===== src/rtl/rd_cmd.sv =====
// Serial register-read master for the DDS control port: shifts out an 8-bit
// read instruction on SDIO, releases the line, then clocks DATA_BITS back in.
module rd_cmd #(
    parameter int CLK_DIV   = 2,
    parameter int DATA_BITS = 32
) (
    input  logic                 clk,
    input  logic                 rst,
    input  logic                 start,
    input  logic [7:0]           addr,
    output logic [DATA_BITS-1:0] dout,
    output logic                 done,
    output logic                 busy,
    output logic                 SCLK,
    output logic                 CS,
    output logic                 SYNCIO,
    output logic                 SDIO_OUT,
    output logic                 SDIO_OE,
    input  logic                 SDIO_IN
);
    localparam int CNT_W = $clog2(8 + DATA_BITS + 1);
    localparam int DIV_W = (CLK_DIV > 1) ? $clog2(CLK_DIV) : 1;
    localparam logic [CNT_W-1:0] INSTR_LAST = CNT_W'(7);
    localparam logic [CNT_W-1:0] READ_LAST  = CNT_W'(8 + DATA_BITS - 1);

    typedef enum logic [1:0] {IDLE, SHIFT_INSTR, READ, DONE} state_t;

    state_t               state, next;
    logic [DIV_W-1:0]     div_cnt;
    logic [CNT_W-1:0]     bit_cnt;
    logic                 sclk_q;
    logic [7:0]           instr;
    logic [DATA_BITS-1:0] rx;
    logic                 phase_end;
    logic                 fall;

    assign phase_end = (div_cnt == DIV_W'(CLK_DIV - 1));
    // fall: the SCLK register is about to go 1->0 on this edge
    assign fall      = phase_end && sclk_q;

    assign SCLK     = sclk_q;
    assign SYNCIO   = 1'b0;
    assign SDIO_OUT = (state == SHIFT_INSTR) && instr[7];

    always_ff @(posedge clk or posedge rst) begin
        if (rst) state <= IDLE;
        else     state <= next;
    end

    always_comb begin
        next    = state;
        busy    = 1'b0;
        CS      = 1'b1;
        SDIO_OE = 1'b0;
        done    = 1'b0;
        case (state)
            IDLE: if (start) next = SHIFT_INSTR;
            SHIFT_INSTR: begin
                busy    = 1'b1;
                CS      = 1'b0;
                SDIO_OE = 1'b1;
                if (fall && bit_cnt == INSTR_LAST) next = READ;
            end
            READ: begin
                busy = 1'b1;
                CS   = 1'b0;
                if (fall && bit_cnt == READ_LAST) next = DONE;
            end
            DONE: begin
                busy = 1'b1;
                done = 1'b1;
                next = IDLE;
            end
            default: next = IDLE;
        endcase
    end

    always_ff @(posedge clk or posedge rst) begin
        if (rst) begin
            div_cnt <= '0;
            bit_cnt <= '0;
            sclk_q  <= 1'b0;
            instr   <= '0;
            rx      <= '0;
            dout    <= '0;
        end else begin
            case (state)
                SHIFT_INSTR, READ: begin
                    if (phase_end) begin
                        div_cnt <= '0;
                        sclk_q  <= ~sclk_q;
                        if (sclk_q) begin
                            bit_cnt <= bit_cnt + CNT_W'(1);
                            if (state == SHIFT_INSTR) instr <= {instr[6:0], 1'b0};
                        end else if (state == READ) begin
                            // sample on the cycle SCLK goes 0->1
                            rx <= {rx[DATA_BITS-2:0], SDIO_IN};
                        end
                    end else begin
                        div_cnt <= div_cnt + DIV_W'(1);
                    end
                    if (state == READ && next == DONE) dout <= rx;
                end
                default: begin
                    div_cnt <= '0;
                    bit_cnt <= '0;
                    sclk_q  <= 1'b0;
                    // read flag forced; addr[7] has no effect
                    if (state == IDLE && start) instr <= addr | 8'h80;
                end
            endcase
        end
    end
endmodule


===== config.mk =====
export PLATFORM = sky130hd
export DESIGN_NAME = rd_cmd
export DESIGN_NICKNAME = d
export VERILOG_FILES = /design/src/rtl/rd_cmd.sv
export SDC_FILE = /design/constraint.sdc
export NUM_CORES = 1
export LEC_CHECK = 0
export ABC_AREA = 1
export BUFFER_PORTS_ARGS = -buffer_cell sky130_fd_sc_hd__buf_2
export CAP_MARGIN = 20
export CORE_AREA = 2 2 83 85
export CTS_CLUSTER_DIAMETER = 60
export DETAILED_ROUTE_END_ITERATION = 12
export DIE_AREA = 0 0 85 87
export PLACE_DENSITY_LB_ADDON = 0.3
export SYNTH_ARGS = -nofsm -noshare
export SYNTH_HDL_FRONTEND = slang
export SYNTH_SLANG_ARGS = --single-unit

===== constraint.sdc =====
create_clock -name clk -period 4.65 [get_ports clk]
set_input_delay 0.93 -clock clk [delete_from_list [all_inputs] [get_ports clk]]
set_output_delay 0.93 -clock clk [all_outputs]
set_load 0.1 [all_outputs]

# Word level (Yosys, flattened, before mapping)
# Cells that the tools add are included.
[word_totals]
regBits = 82
output_inout_bits = 39
in_bits = 12
[classes]
reduce_logical = 14
eq_ne = 9
bitwise_logic = 1
n_addsub = 2
mux = 20
[ops]
columns = ["operator", "n"]
rows = [
  ["two-way mux 8 bit", 5],
  ["two-way mux 6 bit", 3],
  ["two-way mux 1 bit", 8],
  ["case mux 2 bit (4 select lines)", 1],
  ["AND reduction 4 bit", 2],
  ["adder 6 x 1 -> 6 bit (second input constant)", 1],
  ["== test 2 bit (second input constant)", 3],
  ["== test 6 x 3 -> 1 bit (second input constant)", 1],
  ["== test 6 bit (second input constant)", 1],
  ["logical AND 1 bit", 6],
  ["two-way mux 2 bit", 3],
  ["inequality test 2 x 1 -> 1 bit (second input constant)", 3],
  ["AND reduction 2 bit", 2],
  ["OR reduction 3 bit", 1],
  ["== test 2 x 1 -> 1 bit (second input constant)", 1],
  ["zero test 2 bit", 1],
  ["nonzero test 2 bit", 1],
  ["OR reduction 2 bit", 1],
  ["adder 1 bit (second input constant)", 1],
  ["inverter 1 bit", 1],
]

# Longest topological paths before layout
[logic_depth]
ltp_word = 7
mapped_depth = 12

# Worst setup path before layout
# OpenSTA, ideal clock, no wires.
[synth_path]
path_kind = "register -> output"
from = "register state[1]"
to = "output port SDIO_OUT"
arrival_time_ns = 2.097
path_stages_with_launch = 5
slack_ns = 1.623
path_cell_list = "dfrtp_1 inv_1 ha_1 nand2_1 inv_1"
[synth_between]
elab_chain_cells = 2
[synth_lines]
columns = ["item", "line", "rtl"]
rows = [
  ["start: declaration", "28", "state_t state, next;"],
  ["start signal: assignment", "47", "else state <= next;"],
  ["== test 2 x 1 -> 1 bit", "43", "assign SDIO_OUT = (state == SHIFT_INSTR) && instr[7];"],
  ["logical AND 1 bit", "43", ""],
  ["end: declaration", "17", "output logic SDIO_OUT,"],
]
# Every way passes these cells.

# Final worst setup path
[layout_path]
from = "register state[1]"
to = "output port CS"
[layout_between]
elab_chain_cells = 3
[layout_lines]
columns = ["item", "line", "rtl"]
rows = [
  ["== test 2 x 1 -> 1 bit or == test 2 bit (tied branches)", "56", "case (state)"],
  ["OR reduction 2 bit (no source line) *", "-", ""],
  ["two-way mux 1 bit *", "56", ""],
  ["end: declaration", "15", "output logic CS,"],
]
# Every way passes the cells marked *; elsewhere a longest branch is shown, timed or not.

==> results.md <==
- WL met3: 214 um
- Worst Skew: 10.06 ps
- Worst Setup End Kind: primary output
- GRT Residual Overflow: 0
- Top cells by area, synth: dfrtp_1 (59%), nand2_1 (12%), nand4_1 (5.9%)
- Ant. Diodes: 0
- Post-route minimum period: 3238 ps
- Worst Hold Depth: 2
- R2R depth: 7
- Die Width: ~85 um
- Worst VDD drop: a little over 0.0002 V
- Die Span Y: 87 um
- First-pass GRT wire length: 11390 um
- Nets: 440
- Hold endpoint: dout[2]$_DFFE_PP0P_
- Worst-margin pin slew: 895.1 ps
- Post-CTS setup buffer count: 0
- Max Clk Rate: 0.3088 GHz
- Wire length on met2: 3298 um
- Residual DRC: 0
- Total number of H-tree levels: 3
- Clock sink count: 82
- Warnings, synthesis: 0
- Final WL: 6577 um
- Clock-pin slew on the worst setup and hold paths: 80 ps
- Core ar.: 0.006569 mm^2
- Vias in the first global route: 2592
- Syn Inst Count: 380
- Drt first pass iters: 4
- Share of layout cells above drive strength 1: 17.14%
- Worst Hold Launch: dout[2]$_DFFE_PP0P_
- Die Area: 0.007395 mm^2
- Area delta synth->final: 13.26%
- Via count: 2643
- Worst-path maximum fanout: 16
- Port Buffers: 48
- GP Congestion: 0.7714
- Post-synth top area cell: dfrtp_1
- Placed cell area: 0.003721 mm^2
- Iteration-0 DRC Markers: 177
- Status: completed
- Commonest non-fill, non-tap cells in the layout: nand2_1 (111), dfrtp_1 (82), buf_2 (48)
- Crit Path Class: reg2out
- Max Slew Vio Count: 0
- Crit path required time: 3720 ps
- Post-cts sizing count: 0
- Num ports: 51
- Worst path arrival time: roughly 2300 ps
- Largest net degree at the start of global routing: 65
- Top layer in use: met4
- Slew headroom: 39.97%
- Reg2reg start: state[1]$_DFF_PP0_
- Tcrit/Tclk final: 69.64%
- Post-route setup TNS: 0 ps
- Most common cell after layout, fill and taps aside: nand2_1
- Synthesized cell area: 0.003472 mm^2
- Initial antenna violation count: 0
- RR Endpoint: rx[19]$_DFFE_PP0P_
- Leak: 2.114 nW
- Post-synth cell types: 22
- Dpl hpwl: between 4000 and 5000 um
- Wl on met1: 2926 um
- Global Route Usage Sum: 19.51%
- Final setup viols: 0
- Wire per inst: 13.00 um
- Final ANT Viol Nets: 0
- Synthesized Nets: approximately 400
- Unrepaired setup endpoints after global routing: no
- DR vias/cell: 5.223
- Worst min-delay path class: reg2reg
- Initial cell density of the core: 52.86%
- R2R Setup Slk: roughly 1900 ps
- Max-cap violations: 0
- Total power: about 0.0013 W
- Buffer depth of the longest clock path: 2
- Root Buffer: clkbuf_8
- CP Launch Type: flop
- Flops & latches, synth: 82
- Design Area, Final: 0.003933 mm^2
- Post-synthesis sequential area ratio: 59.10%
- # rows: 30
- Hold_buf cts: 0
- PD cells: 325.2 mW/mm^2
- Area fraction of the dominant cell type after synthesis: 59.10%
- Clk_lat worst skew: 350 ps
- Syn_area_per_cell: 9.137 um^2
- CTS buffer count: 9
- CTS tree: built
- Final Hold Fails: 0
==> flip-flops by register name, summed over array words and instances (netlist names) <==
name	count
dout	32
rx	32
instr	8
bit_cnt	6
state	2
SCLK	1
div_cnt	1
==> stage by stage <==
| stage | worst slack [ps] | util [%] | hold WS (ps) | std cells |
|---|---|---|---|---|
| 5_1_grt | 1242 | 59.87 | 500.3 | 506 |
| 2_1_floorplan | 1612 | - | 433.6 | 380 |
| 4_1_cts | 1378 | 59.87 | 474.9 | 506 |
| 3_5_place_dp | 1769 | 56.65 | 454.0 | 490 |
| 6_report | 1412 | 59.87 | 468.7 | 506 |
| 3_3_place_gp | 1795 | 56.65 | 450.5 | 490 |
==> worst max-delay path, stage by stage, from the launching register on <==
cell and delay [ps]:
dfrtp_1 430, inv_1 120, ha_1 630, clkinv_1 390, buf_2 400
==> kinds of logic (layout without fill, tap and decap cells) <==
family,Yosys count,in the layout,synth area share [%]
flip-flops,82,82,59.10
AO/OA/AOI/OAI,53,53,8.505
adder cells (fa/ha/maj),7,7,2.522
AND/OR/NAND/NOR,184,184,22.77
other,1,1,0.1080
buffers and inverters,53,99,6.991
==> where the power goes <==
part	leakage (nW)	switching [W]	internal [W]	total (W)
sequential	1.12	0.00000141	0.000715	0.000716
combinational	0.892	0.0000200	0.00000480	0.0000248
clock	0.106	0.000258	0.000280	0.000538
total	2.11	0.000279	0.00100	0.00128
==> routing by layer <==
layer / global-route usage (%) / vias to the layer above
met2: 33.45 / 44
met3: 3.791 / 11
met5: 0 / -
met4: 10.25 / 0
met1: 23.42 / 1270
li1: - / 1318
==> Yosys cell counts <==
master	number
nand3_2	1
o31ai_2	1
dfrtp_1	82
clkbuf_1	5
buf_4	1
nor2_1	32
clkinv_1	2
a21oi_4	1
a21oi_1	22
conb_1	1
o22a_1	1
buf_2	14
nor3_1	1
a31oi_1	6
nand2_1	111
ha_1	7
nand3_1	5
nand4_1	33
nand3b_1	1
o21ai_0	22
inv_1	28
buf_6	3
==> how the worst max path moves through the flow <==
stage / slack (ps) / cells after the start / from / endpoint
6_report: 1410 / 4 / state[1]$_DFF_PP0_ / CS
5_1_grt: 1240 / 4 / state[1]$_DFF_PP0_ / CS
4_1_cts: 1380 / 4 / state[1]$_DFF_PP0_ / CS
3_5_place_dp: 1770 / 4 / state[1]$_DFF_PP0_ / CS
3_3_place_gp: 1800 / 4 / state[1]$_DFF_PP0_ / CS
2_1_floorplan: 1610 / 1 / rst / SCLK$_DFFE_PP0N_
==> layout make-up <==
cell class,instances,area [um^2]
Clock inverter,5,60.06
Clock buffer,11,151.4
Timing Repair Buffer,53,277.8
Sequential cell,82,2052
Fill cell,556,2636
Multi-Input combinational cell,245,1177
Tap cell,80,100.1
Inverter,30,113.9
Note: power is estimated with default switching activity, not from simulation.
